## src/rtl/mips_pipe_hazard_ctrl_if.sv

```systemverilog
// ID-stage hazard interface: decode-side request fields plus stall/flush/forward controls.
interface mips_pipe_hazard_ctrl_if #(
    parameter int unsigned NREG  = 32,
    parameter int unsigned DEPTH = 3
);
    localparam int unsigned RW = $clog2(NREG);
    localparam int unsigned FW = $clog2(DEPTH + 1);

    logic          id_valid_i;
    logic [RW-1:0] id_rs_i;
    logic [RW-1:0] id_rt_i;
    logic          id_use_rs_i;
    logic          id_use_rt_i;
    logic [RW-1:0] id_rd_i;
    logic          id_wr_i;
    logic          id_load_i;
    logic          ex_hold_i;
    logic          redirect_i;

    logic             stall_o;
    logic             bubble_o;
    logic             flush_id_o;
    logic [FW-1:0]    fwd_a_o;
    logic [FW-1:0]    fwd_b_o;
    logic [DEPTH-1:0] stage_valid_o;

    modport master (
        output id_valid_i, id_rs_i, id_rt_i, id_use_rs_i, id_use_rt_i,
               id_rd_i, id_wr_i, id_load_i, ex_hold_i, redirect_i,
        input  stall_o, bubble_o, flush_id_o, fwd_a_o, fwd_b_o, stage_valid_o
    );

    modport slave (
        input  id_valid_i, id_rs_i, id_rt_i, id_use_rs_i, id_use_rt_i,
               id_rd_i, id_wr_i, id_load_i, ex_hold_i, redirect_i,
        output stall_o, bubble_o, flush_id_o, fwd_a_o, fwd_b_o, stage_valid_o
    );
endinterface

```

## src/rtl/mips_pipe_hazard_ctrl.sv

```systemverilog
// Hazard/forwarding controller for the MIPS32 in-order pipeline with DEPTH tracked stages after ID.
// Stage k (1=EX .. DEPTH=WB) is held in stage_q[k-1].
module mips_pipe_hazard_ctrl #(
    parameter int unsigned DEPTH      = 3,
    parameter int unsigned NREG       = 32,
    parameter int unsigned LOAD_READY = 2,
    parameter int unsigned WB_BYPASS  = 1
) (
    input logic                         clk,
    input logic                         reset,
    mips_pipe_hazard_ctrl_if.slave      hz
);
    localparam int unsigned RW = $clog2(NREG);
    localparam int unsigned FW = $clog2(DEPTH + 1);

    typedef struct packed {
        logic          valid;
        logic [RW-1:0] dest;
        logic          wr;
        logic          load;
    } entry_t;

    entry_t stage_q [DEPTH];
    entry_t stage_d [DEPTH];

    logic [FW-1:0]    fwd_a_c;
    logic [FW-1:0]    fwd_b_c;
    logic             hazard_c;
    logic             stall_c;
    logic             bubble_c;
    logic             flush_c;
    logic [DEPTH-1:0] valid_c;
    entry_t           id_entry_c;

    // A stage can supply register r; the WB stage only when it is a bypass source.
    function automatic logic match(input entry_t e, input int unsigned k, input logic [RW-1:0] r);
        return e.valid && e.wr && (e.dest == r) && (r != '0) &&
               ((k < DEPTH) || (WB_BYPASS != 0));
    endfunction

    // Forward selects (youngest matching stage wins) and load-use / hold detection.
    always_comb begin
        fwd_a_c  = '0;
        fwd_b_c  = '0;
        hazard_c = 1'b0;
        for (int unsigned k = DEPTH; k >= 1; k--) begin
            if (hz.id_valid_i && hz.id_use_rs_i && match(stage_q[k-1], k, hz.id_rs_i))
                fwd_a_c = FW'(k);
            if (hz.id_valid_i && hz.id_use_rt_i && match(stage_q[k-1], k, hz.id_rt_i))
                fwd_b_c = FW'(k);
        end
        for (int unsigned k = 1; k <= DEPTH; k++) begin
            if (hz.id_valid_i &&
                ((stage_q[k-1].load && (k < LOAD_READY)) || ((k == 1) && hz.ex_hold_i)) &&
                ((hz.id_use_rs_i && match(stage_q[k-1], k, hz.id_rs_i)) ||
                 (hz.id_use_rt_i && match(stage_q[k-1], k, hz.id_rt_i))))
                hazard_c = 1'b1;
        end
    end

    // Control priority: hold > redirect > load-use > normal advance.
    always_comb begin
        stall_c    = 1'b0;
        bubble_c   = 1'b0;
        flush_c    = 1'b0;
        stage_d    = stage_q;
        id_entry_c = '0;
        if (hz.id_valid_i) begin
            id_entry_c.valid = 1'b1;
            id_entry_c.dest  = hz.id_rd_i;
            id_entry_c.wr    = hz.id_wr_i;
            id_entry_c.load  = hz.id_load_i;
        end
        if (hz.ex_hold_i) begin
            stall_c    = 1'b1;
            stage_d[1] = '0;
            for (int unsigned i = 2; i < DEPTH; i++) stage_d[i] = stage_q[i-1];
        end else if (hz.redirect_i || hazard_c) begin
            flush_c    = hz.redirect_i;
            stall_c    = !hz.redirect_i;
            bubble_c   = 1'b1;
            stage_d[0] = '0;
            for (int unsigned i = 1; i < DEPTH; i++) stage_d[i] = stage_q[i-1];
        end else begin
            stage_d[0] = id_entry_c;
            for (int unsigned i = 1; i < DEPTH; i++) stage_d[i] = stage_q[i-1];
        end
    end

    always_comb begin
        valid_c = '0;
        for (int unsigned i = 0; i < DEPTH; i++) valid_c[i] = stage_q[i].valid;
    end

    always_ff @(posedge clk or posedge reset) begin
        if (reset) begin
            for (int unsigned i = 0; i < DEPTH; i++) stage_q[i] <= '0;
        end else begin
            for (int unsigned i = 0; i < DEPTH; i++) stage_q[i] <= stage_d[i];
        end
    end

    // Outputs forced low while reset is asserted, independent of the ID inputs.
    assign hz.stall_o       = stall_c  & ~reset;
    assign hz.bubble_o      = bubble_c & ~reset;
    assign hz.flush_id_o    = flush_c  & ~reset;
    assign hz.fwd_a_o       = reset ? '0 : fwd_a_c;
    assign hz.fwd_b_o       = reset ? '0 : fwd_b_c;
    assign hz.stage_valid_o = reset ? '0 : valid_c;
endmodule

```

## src/flat_wrapper.sv

```systemverilog
// flat-port wrapper written by rule: the top's interface ports become plain ports
module mips_pipe_hazard_ctrl_flat 
#(
    parameter int unsigned DEPTH      = 3,
    parameter int unsigned NREG       = 32,
    parameter int unsigned LOAD_READY = 2,
    parameter int unsigned WB_BYPASS  = 1
)
  (clk, reset, hz_id_valid_i, hz_id_rs_i, hz_id_rt_i, hz_id_use_rs_i, hz_id_use_rt_i, hz_id_rd_i, hz_id_wr_i, hz_id_load_i, hz_ex_hold_i, hz_redirect_i, hz_stall_o, hz_bubble_o, hz_flush_id_o, hz_fwd_a_o, hz_fwd_b_o, hz_stage_valid_o);
  mips_pipe_hazard_ctrl_if #(.NREG(NREG), .DEPTH(DEPTH)) hz_i ();
  input logic clk;
  input logic reset;
  input wire logic [$bits(hz_i.id_valid_i)-1:0] hz_id_valid_i;
  input wire logic [$bits(hz_i.id_rs_i)-1:0] hz_id_rs_i;
  input wire logic [$bits(hz_i.id_rt_i)-1:0] hz_id_rt_i;
  input wire logic [$bits(hz_i.id_use_rs_i)-1:0] hz_id_use_rs_i;
  input wire logic [$bits(hz_i.id_use_rt_i)-1:0] hz_id_use_rt_i;
  input wire logic [$bits(hz_i.id_rd_i)-1:0] hz_id_rd_i;
  input wire logic [$bits(hz_i.id_wr_i)-1:0] hz_id_wr_i;
  input wire logic [$bits(hz_i.id_load_i)-1:0] hz_id_load_i;
  input wire logic [$bits(hz_i.ex_hold_i)-1:0] hz_ex_hold_i;
  input wire logic [$bits(hz_i.redirect_i)-1:0] hz_redirect_i;
  output wire logic [$bits(hz_i.stall_o)-1:0] hz_stall_o;
  output wire logic [$bits(hz_i.bubble_o)-1:0] hz_bubble_o;
  output wire logic [$bits(hz_i.flush_id_o)-1:0] hz_flush_id_o;
  output wire logic [$bits(hz_i.fwd_a_o)-1:0] hz_fwd_a_o;
  output wire logic [$bits(hz_i.fwd_b_o)-1:0] hz_fwd_b_o;
  output wire logic [$bits(hz_i.stage_valid_o)-1:0] hz_stage_valid_o;
  assign hz_i.id_valid_i = hz_id_valid_i;
  assign hz_i.id_rs_i = hz_id_rs_i;
  assign hz_i.id_rt_i = hz_id_rt_i;
  assign hz_i.id_use_rs_i = hz_id_use_rs_i;
  assign hz_i.id_use_rt_i = hz_id_use_rt_i;
  assign hz_i.id_rd_i = hz_id_rd_i;
  assign hz_i.id_wr_i = hz_id_wr_i;
  assign hz_i.id_load_i = hz_id_load_i;
  assign hz_i.ex_hold_i = hz_ex_hold_i;
  assign hz_i.redirect_i = hz_redirect_i;
  assign hz_stall_o = hz_i.stall_o;
  assign hz_bubble_o = hz_i.bubble_o;
  assign hz_flush_id_o = hz_i.flush_id_o;
  assign hz_fwd_a_o = hz_i.fwd_a_o;
  assign hz_fwd_b_o = hz_i.fwd_b_o;
  assign hz_stage_valid_o = hz_i.stage_valid_o;
  mips_pipe_hazard_ctrl #(.DEPTH(DEPTH), .NREG(NREG), .LOAD_READY(LOAD_READY), .WB_BYPASS(WB_BYPASS)) u_core (.clk(clk), .reset(reset), .hz(hz_i));
endmodule
```

## config.mk

```make
export PLATFORM = sky130hd
export DESIGN_NAME = mips_pipe_hazard_ctrl_flat
export DESIGN_NICKNAME = d
export VERILOG_FILES = /design/src/rtl/mips_pipe_hazard_ctrl_if.sv /design/src/rtl/mips_pipe_hazard_ctrl.sv /design/src/flat_wrapper.sv
export SDC_FILE = /design/constraint.sdc
export NUM_CORES = 1
export LEC_CHECK = 0
export BUFFER_PORTS_ARGS = -buffer_cell sky130_fd_sc_hd__buf_2
export CORE_UTILIZATION = 46
export DETAILED_ROUTE_END_ITERATION = 10
export PLACE_DENSITY = 0.76
export SLEW_MARGIN = 20
export SYNTH_ARGS = -nofsm -noshare
export SYNTH_HDL_FRONTEND = slang
export SYNTH_SLANG_ARGS = --single-unit
```

## constraint.sdc

```tcl
create_clock -name clk -period 1.4 [get_ports clk]
set_input_delay 0 -clock clk [delete_from_list [all_inputs] [get_ports clk]]
set_output_delay 0 -clock clk [all_outputs]
set_load 0.02 [all_outputs]
```

# Word level (Yosys, flattened, before mapping)
# Cells that the tools add are included.
[totals]
reg_bits = 23
latch_bits = 0
mem_bits_rw = 0
romBits = 0
inputBits = 24
word_cells = 73
memories = 0
[classes]
n_addsub = 0
multipliers = 0
n_div = 0
n_lt_le_gt_ge = 0
n_eq_ne = 6
shift = 0
muxes = 19
bitwise_logic = 4
n_reduce_logical = 33
[op_table]
columns = ["op", "count"]
rows = [
  ["equality test 5 bit", 6],
  ["logical AND 1 bit", 27],
  ["two-way mux 24 bit", 1],
  ["two-way mux 16 bit", 1],
  ["two-way mux 2 bit", 8],
  ["nonzero test 5 bit", 2],
  ["two-way mux 8 bit", 1],
  ["two-way mux 1 bit", 7],
  ["bitwise AND 1 bit", 3],
  ["logical OR 1 bit", 3],
  ["two-way mux 3 bit", 1],
  ["logical NOT 1 bit", 1],
  ["inverter 1 bit", 1],
]

# Depth between registers and ports, before layout
[depth]
depth_word = 11
mapped_depth = 6
ltp_nobuf = 5

# Worst setup path before layout
# No wires, ideal clock.
[synth_timing]
path_type = "flip-flop to output port"
start = "register u_core.stage_q[10] (netlist name)"
end = "output hz_fwd_b_o[1]"
arrival_time_ps = 1742
t_required_ps = 1400
path_slack_ps = -342
stages_incl_launch_ff = 5
path_cell_list = "dfrtp_1 > xnor2_1 > nand4_1 > or4_1 > a221oi_1"
[synth_between]
elab_chain_cells = 7
[synth_lines]
columns = ["item", "line", "text"]
rows = [
  ["equality test 5 bit", "mips_pipe_hazard_ctrl.sv:37", "return e.valid && e.wr && (e.dest == r) && (r != '0) &&"],
  ["logical AND 1 bit (2 in a row)", "n/a", ""],
  ["logical AND 1 bit", "mips_pipe_hazard_ctrl.sv:49", "if (hz.id_valid_i && hz.id_use_rt_i && match(stage_q[k-1], k, hz.id_rt_i))"],
  ["two-way mux 2 bit (2 in a row)", "mips_pipe_hazard_ctrl.sv:49", ""],
  ["two-way mux 2 bit", "mips_pipe_hazard_ctrl.sv:108", "assign hz.fwd_b_o = reset ? '0 : fwd_b_c;"],
  ["end: declaration", "flat_wrapper.sv:27", "output wire logic [$bits(hz_i.fwd_b_o)-1:0] hz_fwd_b_o;"],
]
# No other way between the ends.

# Worst setup path in the final report
[layout_timing]
start = "register u_core.stage_q[6] (netlist name)"
end = "output hz_fwd_a_o[1]"
[layout_between]
elab_chain_cells = 8
[layout_lines]
columns = ["item", "line", "text"]
rows = [
  ["equality test 5 bit", "mips_pipe_hazard_ctrl.sv:37", ""],
  ["logical AND 1 bit", "n/a", ""],
  ["logical AND 1 bit", "mips_pipe_hazard_ctrl.sv:37", ""],
  ["logical AND 1 bit", "mips_pipe_hazard_ctrl.sv:47", "if (hz.id_valid_i && hz.id_use_rs_i && match(stage_q[k-1], k, hz.id_rs_i))"],
  ["two-way mux 2 bit (3 in a row)", "mips_pipe_hazard_ctrl.sv:47", ""],
  ["two-way mux 2 bit", "mips_pipe_hazard_ctrl.sv:107", "assign hz.fwd_a_o = reset ? '0 : fwd_a_c;"],
  ["end: declaration", "flat_wrapper.sv:26", "output wire logic [$bits(hz_i.fwd_a_o)-1:0] hz_fwd_a_o;"],
]
# No other way between the ends.

==> results.cfg <==
[power_and_ir_drop]
power_density_nw_per_um2 = 658
seq_power_share_pct = 51.2
swShare_pct = 29.4
ir_drop_uv = 553
p_clk_share_pct = 20.8
p_int_w = 0.000970
leakage_nw = 1.01
netSwitchingPower_w = 0.000403
p_comb_share_pct = 27.9
total_power_w = 0.00137

[placement]
dpl_worst_slack_ns = -0.299
dp_hpwl_mm = 2.69
dpl_cell_area_um2 = 1800
port_buffers = 33
routabilityCongestion = 0.918

[logic_synthesis]
synth_top_cells_by_area = dfrtp_1, xnor2_1, xor2_1
synth.top_cell.area_share_pct = 41.9
syn_area_per_cell_um2 = 10.3
yosysTopAreaCell = dfrtp_1
ys_ff_latch = 22
yosysUniqueCellTypes = 28
syn_inst = 127
syn_nets = 151
syn_area_um2 = 1310
yosysWarnings = 0
ys_seq_area_share_pct = 41.9

[sta]
maxSlewViolCount = 0
tightest_slew_ns = 0.441
min_period_ns = 2.03
timing.clock.skew_ns = 0.0136
slew_headroom_pct = 70.5
max_freq_ghz = 0.492
setup_ws_ns = -0.633
hold_viol = 0
rsz0062_at_grt = true
fin_crit_sh_pct = 145
tns_ns = -5.21
setup_viol = 14

[run]
drv_cap = 0

[run_status]
status = complete, but fails checks
violations = negative setup slack

[finish]
diodes = 0
reg_top3 = u_core.stage_q: 22 flops
design_area_um2 = 2090
syn_to_final_growth_pct = 58.8
finalNetCount = 234
drive_above_1_share_pct = 50.0
largest_reg_flops = 22
regMostFlops = u_core.stage_q

[global_route]
antenna_found_initial = 0
grt_pass1_wl_mm = 5.94
grtUsageTotal_pct = 24.7
grt.overflow.total = 0
grt_max_degree = 20
first_global_vias = 1306

[clock_network]
cts_tree = built
htreeDepth = 1
cts_num_sinks = 22
clk_pin_slew_worst_paths_ns = 0.13
clk_latency_ns = 0.31
cts_buffers = 3
cts-root-buf = clkbuf_4
cts_buffer_depth = 2

[die]
core_area_um2 = 2730
io_pins = 34
dieArea_um2 = 3070
die_height_um = 55.4
initial_core_util_pct = 48.1
num_rows = 19
die_w_um = 55.4

[routing]
antenna_left = 0
drc = 0
drt_pass1_iterations = 4
wl_mm = 3.69
wire_per_inst_um = 15.4
vias = 1271
drt_iter0_drc = 36
viasPerCell = 5.32

[setup_path]
required_ns = 1.40
worstPathMaxFanout = 2
worstPathArrival_ns = 2.03
crit_type = flop to output pin
end_kind = output pin
start_kind = flop

[worst_hold_path]
hold_class = input pin to flop
==> area by class of cell <==
class / instances / area, um^2
well taps: 31 / 38.8
multi-input cells: 96 / 875
fillers: 177 / 648
repair buffers: 81 / 577
flip-flops and latches: 22 / 551
inverters: 6 / 22.5
clock buffers: 3 / 22.5
==> repair_timing <==
item / CTS / global route
hold buffers: 7 / 0
gates resized for setup: 18 / 9
buffers inserted: 4 / 6
setup endpoints to repair: 14 / 14
hold endpoints to repair: 28 / 0
pin swaps: 11 / 12
==> power by group through the flow <==
stage	clock network (W)	registers (W)	logic (W)
after floorplan	0	0.000709	0.000164
after global placement	0	0.000710	0.000322
after detailed placement	0	0.000714	0.000333
after CTS	0.000293	0.000701	0.000359
after global routing	0.000330	0.000708	0.000410
final	0.000286	0.000704	0.000384
==> critical path: stages, from the launching register on <==
cell     delay [ns]
dfrtp_1        0.43
xor2_1         0.17
or4_4          0.53
nor4_4         0.18
o21ai_1        0.14
a21oi_2        0.12
buf_4          0.15
==> metrics by stage <==
step	cells	util (%)	hold slack, ns
after floorplan	127	-	0.0103
after global placement	220	65.9	-0.00973
after detailed placement	220	65.9	-0.0118
after CTS	234	72.9	0.00323
after global routing	239	76.3	0.0213
final	239	76.3	0.0395
==> synth_stat cells <==
master     n
o21ai_2    2
o41ai_2    4
and3_1     2
o211a_1    1
xor2_1     9
xnor2_1   21
or4_1      5
nor2b_1   11
a22oi_1    1
nor3_1     4
dfrtp_1   22
a21oi_1    3
nor2_1     3
nor4_1     3
mux2i_1    3
o21a_4     1
nand2b_1   3
nand4_1    4
clkbuf_1   2
nand2_1    7
nor3_2     2
nand3_1    3
o211ai_1   1
o21ai_0    1
inv_1      6
buf_2      1
a41o_1     1
a221oi_1   1
==> layout by cell type (no fill, tap or decap), drive strengths merged, types with 4 or more instances in the layout <==
master and count:
buf 74, dfrtp 22, dlygate4sd3 7, inv 6, nand2 7, nand4 4, nor2b 11, nor3 6
o41ai 4, or4 5, xnor2 21, xor2 9
==> final timing paths <==
check	endpoint	slack (ns)	from	cells after the start
min reg2reg	u_core.stage_q[1]	0.41	u_core.stage_q[9]	0
max in group asynchronous	u_core.stage_q[4]	0.76	reset	4
max	hz_fwd_a_o[1]	-0.63	u_core.stage_q[6]	6
max reg2reg	u_core.stage_q[20]	-0.27	u_core.stage_q[18]	7
min in group asynchronous	u_core.stage_q[16]	0.22	reset	3
min	u_core.stage_q[18]	0.04	hz_id_rd_i[0]	3
==> cell families after synthesis <==
kind of cell | synth area share (%)
xor gates and xnor gates | 20.0
and+or+nand+nor | 20.9
muxes | 2.29
AOI/OAI and AO/OA | 12.3
buffers and inverters | 2.67
DFF | 41.9
==> routing by layer <==
layer | wire length [um] | vias to the layer above | track usage, %
met5 | 0 | - | 0
met4 | 34 | 0 | 9.29
met3 | 132 | 4 | 2.11
met2 | 1940 | 42 | 44.4
met1 | 1580 | 616 | 30.7
li1 | - | 609 | -
Note: power is estimated with default switching activity, not from simulation.
